<file path="config.mk">
export PLATFORM = sky130hd
export DESIGN_NAME = status_frame_tx
export DESIGN_NICKNAME = d
export VERILOG_FILES = /design/src/rtl/status_frame_tx.sv
export SDC_FILE = /design/constraint.sdc
export NUM_CORES = 1
export LEC_CHECK = 0
export CORE_MARGIN = 2
export CORE_UTILIZATION = 53
export CTS_CLUSTER_SIZE = 16
export DETAILED_ROUTE_END_ITERATION = 10
export PLACE_DENSITY = 0.79
export SLEW_MARGIN = 15
export SYNTH_ARGS = -nofsm -noshare
export SYNTH_HDL_FRONTEND = slang
export SYNTH_SLANG_ARGS = --single-unit
export TNS_END_PERCENT = 50
</file>
<file path="constraint.sdc">
create_clock -name clk -period 3.2 [get_ports clk]
set_clock_uncertainty 0.2 [all_clocks]
set_input_delay 0.96 -clock clk [delete_from_list [all_inputs] [get_ports clk]]
set_output_delay 0.96 -clock clk [all_outputs]
set_load 0.02 [all_outputs]
</file>
<file path="src/rtl/status_frame_tx.sv">
// Status frame transmitter: snapshots board status into an 8-byte frame and
// feeds it to a UART transmit FIFO one byte at a time, with optional heartbeat.
`ifndef UART_FIFO_COUNTER_W
`define UART_FIFO_COUNTER_W 5
`endif

module status_frame_tx #(
  parameter int unsigned FIFO_DEPTH = 16,
  parameter int unsigned HB_PERIOD  = 0
) (
  input  logic                            clk,
  input  logic                            rst,
  input  logic                            send_req,
  input  logic [7:0]                      cmd_code,
  input  logic                            switch,
  input  logic                            power_on_A,
  input  logic                            power_on_B,
  input  logic                            reset_a_signal,
  input  logic                            reset_b_signal,
  input  logic                            error,
  input  logic [`UART_FIFO_COUNTER_W-1:0] tf_count,
  output logic                            tf_push,
  output logic [7:0]                      tdr,
  output logic                            busy,
  output logic                            frame_done
);

  localparam int unsigned CW = `UART_FIFO_COUNTER_W;
  localparam logic [CW-1:0] DEPTH_C = CW'(FIFO_DEPTH);

  typedef enum logic [2:0] {IDLE, LOAD, WAIT_SPACE, PUSH, GAP, DONE} state_t;

  state_t     state, state_nx;
  logic [2:0] idx, idx_nx;
  logic       gap_cnt;
  logic       pending, pend_hb, hb_frame;
  logic [7:0] cmd_q, stat_q, chk, byte_nx;
  logic       tick, req, space;

  assign space = (tf_count < DEPTH_C);
  assign req   = send_req | tick | pending;
  assign chk   = 8'h00 - cmd_q - 8'hAB - stat_q;

  // Free-running heartbeat counter; one tick every HB_PERIOD cycles.
  if (HB_PERIOD > 0) begin : g_hb
    localparam int unsigned HW = (HB_PERIOD > 1) ? $clog2(HB_PERIOD) : 1;
    logic [HW-1:0] hb_cnt;
    always_ff @(posedge clk) begin
      if (rst) begin
        hb_cnt <= '0;
      end else if (hb_cnt == HW'(HB_PERIOD - 1)) begin
        hb_cnt <= '0;
      end else begin
        hb_cnt <= hb_cnt + HW'(1);
      end
    end
    assign tick = (hb_cnt == HW'(HB_PERIOD - 1));
  end else begin : g_no_hb
    assign tick = 1'b0;
  end

  // Next state; the space check is folded into LOAD/GAP exits so pushes are 3 cycles apart.
  always_comb begin
    state_nx = state;
    idx_nx   = idx;
    case (state)
      IDLE:       if (req) state_nx = LOAD;
      LOAD: begin
        idx_nx   = 3'd0;
        state_nx = space ? PUSH : WAIT_SPACE;
      end
      WAIT_SPACE: if (space) state_nx = PUSH;
      PUSH:       state_nx = GAP;
      GAP: begin
        if (gap_cnt) begin
          if (idx == 3'd7) begin
            state_nx = DONE;
          end else begin
            idx_nx   = idx + 3'd1;
            state_nx = space ? PUSH : WAIT_SPACE;
          end
        end
      end
      DONE:       state_nx = IDLE;
      default:    state_nx = IDLE;
    endcase
  end

  always_comb begin
    byte_nx = 8'hEB;
    case (idx_nx)
      3'd0: byte_nx = 8'hEB;
      3'd1: byte_nx = 8'h90;
      3'd2: byte_nx = cmd_q;
      3'd3: byte_nx = 8'hAB;
      3'd4: byte_nx = stat_q;
      3'd5: byte_nx = chk;
      3'd6: byte_nx = 8'h09;
      3'd7: byte_nx = 8'hD7;
      default: byte_nx = 8'hEB;
    endcase
  end

  always_ff @(posedge clk) begin
    if (rst) begin
      state      <= IDLE;
      idx        <= 3'd0;
      gap_cnt    <= 1'b0;
      pending    <= 1'b0;
      pend_hb    <= 1'b0;
      hb_frame   <= 1'b0;
      cmd_q      <= 8'h00;
      stat_q     <= 8'h00;
      tf_push    <= 1'b0;
      tdr        <= 8'h00;
      busy       <= 1'b0;
      frame_done <= 1'b0;
    end else begin
      state      <= state_nx;
      idx        <= idx_nx;
      gap_cnt    <= (state == GAP) && !gap_cnt;
      tf_push    <= (state_nx == PUSH);
      busy       <= (state_nx != IDLE);
      frame_done <= (state_nx == DONE);
      if (state_nx == PUSH) tdr <= byte_nx;

      // One pending slot; a request seen while busy is remembered, later ones dropped.
      if (state == IDLE && req) begin
        pending  <= 1'b0;
        hb_frame <= pending ? pend_hb : (tick & ~send_req);
      end else if (state != IDLE && (send_req | tick) && !pending) begin
        pending <= 1'b1;
        pend_hb <= ~send_req;
      end

      if (state == LOAD) begin
        cmd_q  <= hb_frame ? 8'h00 : cmd_code;
        stat_q <= {2'b00, error, reset_b_signal, reset_a_signal,
                   power_on_B, power_on_A, switch};
      end
    end
  end

endmodule
</file>
==> summary.txt <==
Max Fanout on Critical Path - 7
Starting Density - 55.54%
Power per cell area - 559.8 nW/um2
Via/cell ratio - 5.731
Net count, final - 312
Die span in x - 65.94 um
Final hold violations - 0
Largest area contributor in the netlist - dfxtp_1
Final wirelength - 4597 um
Root Driver - clkbuf_8
IR drop worst, VDD - 0.0003087 V
Tcrit/Tclk final - 90.21%
Worst skew pair latency - 0.29 ns
Placement Setup Slack - 0.04300 ns
# diodes - 0
Metal3 WL - 331 um
Share of the synthesized area in the top cell type - 34.46%
Routed via count - 1,857
Clock buffer depth - 2
Required @ worst endpoint - 3.18 ns
Post-route ant nets - 0
Sequential share of the synthesized area - 34.46%
Final setup margin - 0.3133 ns
Post-synthesis register bit count - 35
Mapped cell area - 2033 um2
Critical Path End Type - register
Rows - 22
Primary FF master, synth - dfxtp_1
Initial DRC Count - 117
Net count after synthesis - 282
Commonest non-fill, non-tap cell in the layout - dfxtp_1
Area contributors post-synth - dfxtp_1, ha_1, a21oi_1, nand2_1, nor2_1
Die area - 4347 um2
Arrival @ worst endpoint - 2.87 ns
Status - finished, final reports clean
Synth Instances - 246
Port bufs - 28
Clk sinks - 35
Initial antenna violation count - 0
Post-cts resize count - 0
Average size of a mapped cell - 8.265 um2
Core Area - 3661 um2
Met2 WL - 2063 um
Number of max-cap violations - 0
Critical Path Source Type - input port
Final Max Slew Viols - 0
Slew headroom - 57.42%
Design Power - 0.001384 W
# setup viols final - 0
Final setup TNS - 0 ns
Vias in the first global route - 1,796
Largest net degree at the start of global routing - 17
Worst-Margin Slew - 0.6387 ns
Reg clk slew, reported paths - 0.07 ns
CTS tree - built
Hold-fix buffers, CTS - 0
Initial DRT Pass Iterations - 4
Fraction of layout cells with a size suffix above 1 - 9.058%
Yosys cell types - 50
TritonCTS Buffers - 5
Worst setup path class - input port to register
Tot GR Track Use - 24.18%
Worst hold path class - register to register
Highest metal used - met4
Boundary pin count - 33
First-pass GRT wire length - 8128 um
H-tree depth - 2
Die height - 65.94 um
# fillers - 313
Grt ovf - 0
Hpwl dp - 3305 um
Drt drc - 0
Async SR Flop Fraction - 0%
Leakage - 0.9320 nW
Final Critical Period - 2.887 ns
Synth warnings - 0
Post-CTS Repair Setup Buffers - 0
Per-cell routed wire length - 14.19 um
Area Growth Syn to Fin - 21.60%
EDFF count, synth - 0
Max Freq - 346.4 MHz
Met1 wire length - 2133 um
Placer Congestion - 0.9633
Leading cell types in the layout, fill and taps excluded - dfxtp_1, nand2_1, clkdlybuf4s50_1, a21oi_1, nor2_1
Unrepaired setup endpoints after global routing - false
kinds of logic (layout without fill, tap and decap cells):
| group | after synthesis | in the layout | synth area share [%] |
|---|---|---|---|
| mux | 2 | 2 | 1.846 |
| buf+inv | 31 | 61 | 6.461 |
| xor+xnor | 3 | 3 | 1.293 |
| fa+ha+maj | 14 | 14 | 8.985 |
| flops | 35 | 35 | 34.46 |
| simple gates | 93 | 93 | 24.37 |
| compound gates | 68 | 68 | 22.59 |
metal layers:
layer / GRT usage (%) / vias up
met5: 0 / -
met2: 37.25 / 63
met4: 10.71 / 0
met3: 5.963 / 8
li1: - / 930
met1: 31.93 / 856
worst max-delay path, stage by stage:
cell             delay (ns)
clkdlybuf4s50_1        0.45
a211oi_1               0.24
a22oi_1                0.12
a21oi_1                0.53
nand2b_1               0.17
o41ai_1                0.40
registers in the layout, summed over array words and instances (netlist names):
name        flops
busy            1
cmd_q           8
frame_done      1
gap_cnt         1
hb_frame        1
idx             3
pend_hb         1
pending         1
stat_q          6
state           3
tdr             8
tf_push         1
Yosys cell counts (all sizes together), types with 3 or more instances:
library cell and instances:
dfxtp 35, nand2 28, a21oi 24, nor2 22
inv 18, ha 13, o21ai 13, nand3b 8
nor3 8, clkbuf 7, a211oi 6, buf 6
nand2b 5, nor3b 5, o211ai 4, a22oi 3
and2 3, nand4 3, or3b 3
through the flow:
stage	hold slack [ns]	util, %	cell area (um2)	std cells
final	0.2520	67.53	2472	324
after global routing	0.2737	67.53	2472	324
after CTS	0.2531	67.53	2472	324
after detailed placement	0.2438	64.73	2370	317
after global placement	0.2420	64.73	2370	317
after floorplan	0.2319	-	2033	246
cell type report:
class	count	area, um2	share of cell area, %
clock inverter	1	30.03	1.215
inverter	18	67.56	2.733
sequential	35	700.7	28.34
clock buffer	6	72.57	2.935
multi-input combinational	180	1201	48.58
tap	48	60.06	2.429
timing repair buffer	36	340.3	13.77
path summary, 6_finish.rpt:
check / from / to / slack [ns] / cells after the start
setup / recovery: tf_count[4] / tdr[7] / 0.31 / 6
hold / removal: cmd_q[5] / cmd_q[5] / 0.25 / 2
setup reg to reg: cmd_q[1] / tdr[7] / 0.47 / 11
hold reg to reg: cmd_q[5] / cmd_q[5] / 0.25 / 2
power by group:
group	leakage, nW	internal (W)	switching [W]
combinational	0.595	0.000216	0.000246
clock	0.0513	0.000228	0.000153
sequential	0.286	0.000492	0.0000489
total	0.932	0.000936	0.000448
No activity file was read; power rests on OpenSTA's default activity.
==> patch 1, RTL diff (config.mk and constraints unchanged) <==
`FIFO_DEPTH`: 16 -> 12.
--- a/src/rtl/status_frame_tx.sv
+++ b/src/rtl/status_frame_tx.sv
@@ -5,7 +5,7 @@
 `endif
 
 module status_frame_tx #(
-  parameter int unsigned FIFO_DEPTH = 16,
+  parameter int unsigned FIFO_DEPTH = 12,
   parameter int unsigned HB_PERIOD  = 0
 ) (
   input  logic                            clk,
Formal check against the unedited RTL: not equivalent (a bounded check fails within 4 cycles, from zero or initial values and one cycle with rst high).
==> patch 1 against the original RTL <==
- sequential share of layout area is 0.48 points lower
- core utilization is 0.35 points lower
- wire length is 1.6% higher
- critical endpoint unchanged
- power is 30% higher
- final area is 1.7% higher
- synthesized area is 3.4% higher
- sequential cell count stayed put
- worst setup slack better by 310 ps
- via count is 1.3% higher
- first-iteration DRC count is 13% higher
- cell count is 1.5% higher
==> patch 1: results (changes against the original RTL) <==
| Metric | Value |
|---|---|
| Status | `finished clean (unchanged)` |
| Yosys warns | `0 (unchanged)` |
| Largest cells by area after synthesis | `dfxtp_1 (33%), ha_1 (7.7%), nand2_1 (5.5%) (was dfxtp_1 (34%), ha_1 (8.0%), a21oi_1 (5.9%))` |
| Initial DRC count | `132 (was 117)` |
| Register area share after synthesis | `33.3% (was 34.5%)` |
| Dpl hpwl | `3.46 mm (was 3.30 mm)` |
| Worst path max stage delay | `410 ps (was 530 ps)` |
| Biggest regs | `cmd_q: 8 flops, tdr: 8 flops, stat_q: 6 flops (unchanged)` |
| Max VDD drop | `0.374 mV (was 0.309 mV)` |
| Asr flop ratio synth | `0% (unchanged)` |
| Vias per std cell | `5.72 (was 5.73)` |
| Total GRT Usage | `23.4% (was 24.2%)` |
| Via count | `1881 (was 1857)` |
| Vias in the first global route | `1697 (was 1796)` |
| Worst-path clk slew | `70 ps (about the same)` |
| Area after DPL | `2410 um2 (was 2370 um2)` |
| First-pass GRT wire length | `7.94 mm (was 8.13 mm)` |
| Antenna-violating nets left | `0 (unchanged)` |
| Mapped Nets | `290 (was 282)` |
| Worst skew pair latency | `290 ps (about the same)` |
| Antenna fix cells | `0 (unchanged)` |
| Maximum clock path buffer count | `2 (unchanged)` |
| Largest net degree at the start of global routing | `20 (was 17)` |
| Worst Path Arrival | `2590 ps (was 2870 ps)` |
| Crit-path max FO | `3 (was 7)` |
| Netlist cell types | `52 (was 50)` |
| H-tree levels | `2 (unchanged)` |
| Placed cells | `321 (was 317)` |
| Wire per inst | `14.2 um (about the same)` |
| Min-Delay Path Class | `register to register (unchanged)` |
| Gpl congestion | `0.899 (was 0.963)` |
| IO Port Bufs | `30 (was 28)` |
| Antenna violations before repair | `0 (unchanged)` |
| Drt first pass iters | `4 (unchanged)` |
| Clk root buf | `clkbuf_8 (unchanged)` |
| Pin slew with the least headroom to its limit | `673 ps (was 639 ps)` |
| Setup Buffers After CTS | `0 (unchanged)` |
| Leak | `0.910 nW (was 0.932 nW)` |
| Cell count after synthesis | `254 (was 246)` |
| Primary FF master, synth | `dfxtp_1 (unchanged)` |
| Post-cts sizing count | `0 (unchanged)` |
| Total congestion overflow | `0 (unchanged)` |
| CTS Buf Count | `5 (unchanged)` |
| Synth top cells by count | `dfxtp_1 (35), nand2_1 (31), nor2_1 (24) (was dfxtp_1 (35), nand2_1 (28), a21oi_1 (24))` |
| Crit path max-delay cell type | `fa_1 (was a21oi_1)` |
| Share of layout cells above drive strength 1 | `9.61% (was 9.06%)` |
| Post-route DRC violation count | `0 (unchanged)` |
| Cell family with the largest share of critical-path delay | `adder cells (was compound AO/OA/AOI/OAI gates)` |
patch 1: stage by stage:
stage	power (mW)	worst slack [ps]
6_report	1.80	624
5_1_grt	1.95	434
4_1_cts	1.80	625
3_5_place_dp	1.44	431
3_3_place_gp	1.40	444
2_1_floorplan	1.23	786
patch 1: final cells by class:
cell class,instances,area [um2]
Multi-Input combinational cell,191,1270
Fill cell,346,1230
Sequential cell,35,701
Timing Repair Buffer,33,323
Clock buffer,7,96.3
Tap cell,48,60.1
Inverter,14,52.6
Clock inverter,1,7.51
patch 1: final timing paths:
path	startpoint	to	slack (ps)	depth (start not counted)
max	cmd_q[1]	tdr[7]	620	10
max reg2reg	cmd_q[1]	tdr[7]	620	10
min	tdr[2]	tdr[2]	260	2
min reg2reg	tdr[2]	tdr[2]	260	2
patch 1: cells by family after synthesis:
kind of cell | count (synthesis) | share of synthesized area (%)
AOI/OAI and AO/OA | 70 | 24.2
xor gates and xnor gates | 5 | 2.08
buffers and inverters | 28 | 6.07
DFF | 35 | 33.3
muxes | 1 | 0.535
and+or+nand+nor | 101 | 25.2
adders and majority gates | 14 | 8.69
patch 1: routing by layer:
layer	vias up	share of wire [%]	GRT usage, %
met4	0	1.0	7.91
met3	6	5.6	5.57
li1	964	-	-
met1	846	48	33.2
met2	65	45	34.4
met5	-	0	0
patch 1: worst reg2reg max path: stages, from the launching register on:
cell	delay, ps
dfxtp_1	340
ha_1	280
inv_1	40
ha_1	220
fa_1	410
nand3_1	110
a21boi_0	90
o21a_1	190
or3_1	290
and3_1	160
o31ai_1	170
patch 1: power breakdown:
part	internal, mW	switching, mW	leakage, nW
registers	0.530	0.0986	0.286
logic	0.357	0.458	0.574
clock network	0.196	0.162	0.0505
total	1.08	0.719	0.910
==> patch 2, RTL diff (config.mk and constraints unchanged) <==
Without the edit above. Put one more register stage on the output `tdr`, without a reset. The value now appears one clock later. The other outputs are not delayed to match.
--- a/src/rtl/status_frame_tx.sv
+++ b/src/rtl/status_frame_tx.sv
@@ -29,6 +29,8 @@
   localparam logic [CW-1:0] DEPTH_C = CW'(FIFO_DEPTH);
 
   typedef enum logic [2:0] {IDLE, LOAD, WAIT_SPACE, PUSH, GAP, DONE} state_t;
+
+  logic [7:0] tdr_s0;
 
   state_t     state, state_nx;
   logic [2:0] idx, idx_nx;
@@ -112,7 +114,7 @@
       cmd_q      <= 8'h00;
       stat_q     <= 8'h00;
       tf_push    <= 1'b0;
-      tdr        <= 8'h00;
+      tdr_s0     <= 8'h00;
       busy       <= 1'b0;
       frame_done <= 1'b0;
     end else begin
@@ -122,7 +124,7 @@
       tf_push    <= (state_nx == PUSH);
       busy       <= (state_nx != IDLE);
       frame_done <= (state_nx == DONE);
-      if (state_nx == PUSH) tdr <= byte_nx;
+      if (state_nx == PUSH) tdr_s0 <= byte_nx;
 
       // One pending slot; a request seen while busy is remembered, later ones dropped.
       if (state == IDLE && req) begin
@@ -141,4 +143,8 @@
     end
   end
 
+  always_ff @(posedge clk) begin
+    tdr <= tdr_s0;
+  end
+
 endmodule
Behaviour: not the same (a bounded check fails within 4 cycles, from zero or initial values and one cycle with rst high).
==> patch 2 against the original RTL <==
- wire length fell by 8.2%
- first-iteration DRC count fell by 27%
- final area rose by 2.1%
- sequential cell count rose by 8
- largest power group unchanged
- power rose by 5.1%
- critical endpoint is now tdr_s0[1]
- synthesized area rose by 2.5%
- worst setup slack got worse by 17 ps
==> patch 2: results (changes against the original RTL) <==
| Metric | Value |
|---|---|
| Biggest regs | `cmd_q: 8 flops, tdr: 8 flops, tdr_s0: 8 flops (was cmd_q: 8 flops, tdr: 8 flops, stat_q: 6 flops)` |
| Yosys warns | `0 (unchanged)` |
| Largest cells by area after synthesis | `dfxtp_1 (41%), ha_1 (7.8%), a21oi_1 (6.0%) (was dfxtp_1 (34%), ha_1 (8.0%), a21oi_1 (5.9%))` |
| Worst skew pair latency | `300 ps` |
| Slew Limit Headroom | `61.4% (was 57.4%)` |
| Leak | `1.01 nW (was 0.932 nW)` |
| Clk root buf | `clkbuf_8 (unchanged)` |
| Netlist cell types | `50 (unchanged)` |
| Mapped Nets | `285 (was 282)` |
| Synth top cells by count | `dfxtp_1 (43), nor2_1 (26), a21oi_1 (25) (was dfxtp_1 (35), nand2_1 (28), a21oi_1 (24))` |
| Fillers | `329 (was 313)` |
| Vias per std cell | `5.50 (was 5.73)` |
| Gpl congestion | `0.978 (was 0.963)` |
| Total Wirelength | `4.22 mm (was 4.60 mm)` |
| Min-Delay Path Class | `register to register (unchanged)` |
| First-pass GRT wire length | `7.27 mm (was 8.13 mm)` |
| Asr flop ratio synth | `0% (unchanged)` |
| Worst-path clk slew | `70 ps (about the same)` |
| CTS Buf Count | `5 (unchanged)` |
| Antenna violations before repair | `0 (unchanged)` |
| Share of layout cells above drive strength 1 | `7.89% (was 9.06%)` |
| Cell family with the largest share of critical-path delay | `compound AO/OA/AOI/OAI gates (unchanged)` |
| H-tree levels | `2 (unchanged)` |
| Largest net degree at the start of global routing | `25 (was 17)` |
| Worst path max stage delay | `540 ps` |
| Initial DRC count | `85 (was 117)` |
| Setup Buffers After CTS | `0 (unchanged)` |
| Nets | `314 (was 312)` |
| Area after DPL | `2420 um2 (was 2370 um2)` |
| Max VDD drop | `0.361 mV (was 0.309 mV)` |
| Post-cts sizing count | `0 (unchanged)` |
| Maximum clock path buffer count | `2 (unchanged)` |
| Worst Path Arrival | `2890 ps (was 2870 ps)` |
| Register area share after synthesis | `41.3% (was 34.5%)` |
| Antenna-violating nets left | `0 (unchanged)` |
| Dpl hpwl | `3.11 mm (was 3.30 mm)` |
| Status | `finished clean (unchanged)` |
| Total GRT Usage | `21.6% (was 24.2%)` |
| Crit-path max FO | `12 (was 7)` |
| Crit path max-delay cell type | `a2111oi_0 (was a21oi_1)` |
| Drt first pass iters | `4 (unchanged)` |
| IO Port Bufs | `28 (unchanged)` |
| Sw frac | `30.3% (was 32.4%)` |
| Vias in the first global route | `1572 (was 1796)` |
patch 2: cell type report:
cell class                      count  area (um2)  area share (%)
Tap cell                           48        60.1            2.38
Sequential cell                    43         861            34.1
Timing Repair Buffer               37         348            13.8
Inverter                           20        75.1            2.97
Multi-Input combinational cell    171        1080            42.8
Clock buffer                        8         100            3.96
patch 2: metrics by stage:
step / power, mW / worst slack (ps) / instances
6_report: 1.45 / 296 / 327
5_1_grt: 1.54 / 157 / 327
4_1_cts: 1.46 / 293 / 327
3_5_place_dp: 1.10 / 4.41 / 319
3_3_place_gp: 1.08 / 50.2 / 319
2_1_floorplan: 0.945 / 706 / 249
patch 2: logic make-up after synthesis:
group                    after synthesis  synth area share (%)
AND/OR/NAND/NOR                       83                  19.7
AO/OA/AOI/OAI                         70                  21.7
flip-flops                            43                  41.3
buffers and inverters                 35                  6.79
adder cells (fa/ha/maj)               14                  8.77
XOR/XNOR                               3                  1.26
multiplexers                           1                 0.480
patch 2: power by group through the flow:
stage	clock network, mW	logic (mW)	registers, mW
2_1_floorplan	0	0.263	0.682
3_3_place_gp	0	0.414	0.669
3_5_place_dp	0	0.422	0.674
4_1_cts	0.374	0.426	0.661
5_1_grt	0.395	0.479	0.670
6_report	0.368	0.425	0.661
patch 2: layer usage:
metal	up-vias	GRT usage [%]	share of wire, %
li1	928	-	-
met1	810	30.8	50
met2	51	31.8	43
met3	8	4.05	5.0
met4	0	9.18	1.8
met5	-	0	0
patch 2: path summary, 6_finish.rpt:
check	start	end	slack, ps	depth (start not counted)
hold reg to reg	tdr_s0[0]	tdr[0]	150	0
setup reg to reg	cmd_q[1]	tdr_s0[7]	460	11
hold / removal	tdr_s0[0]	tdr[0]	150	0
setup / recovery	send_req	tdr_s0[1]	300	8
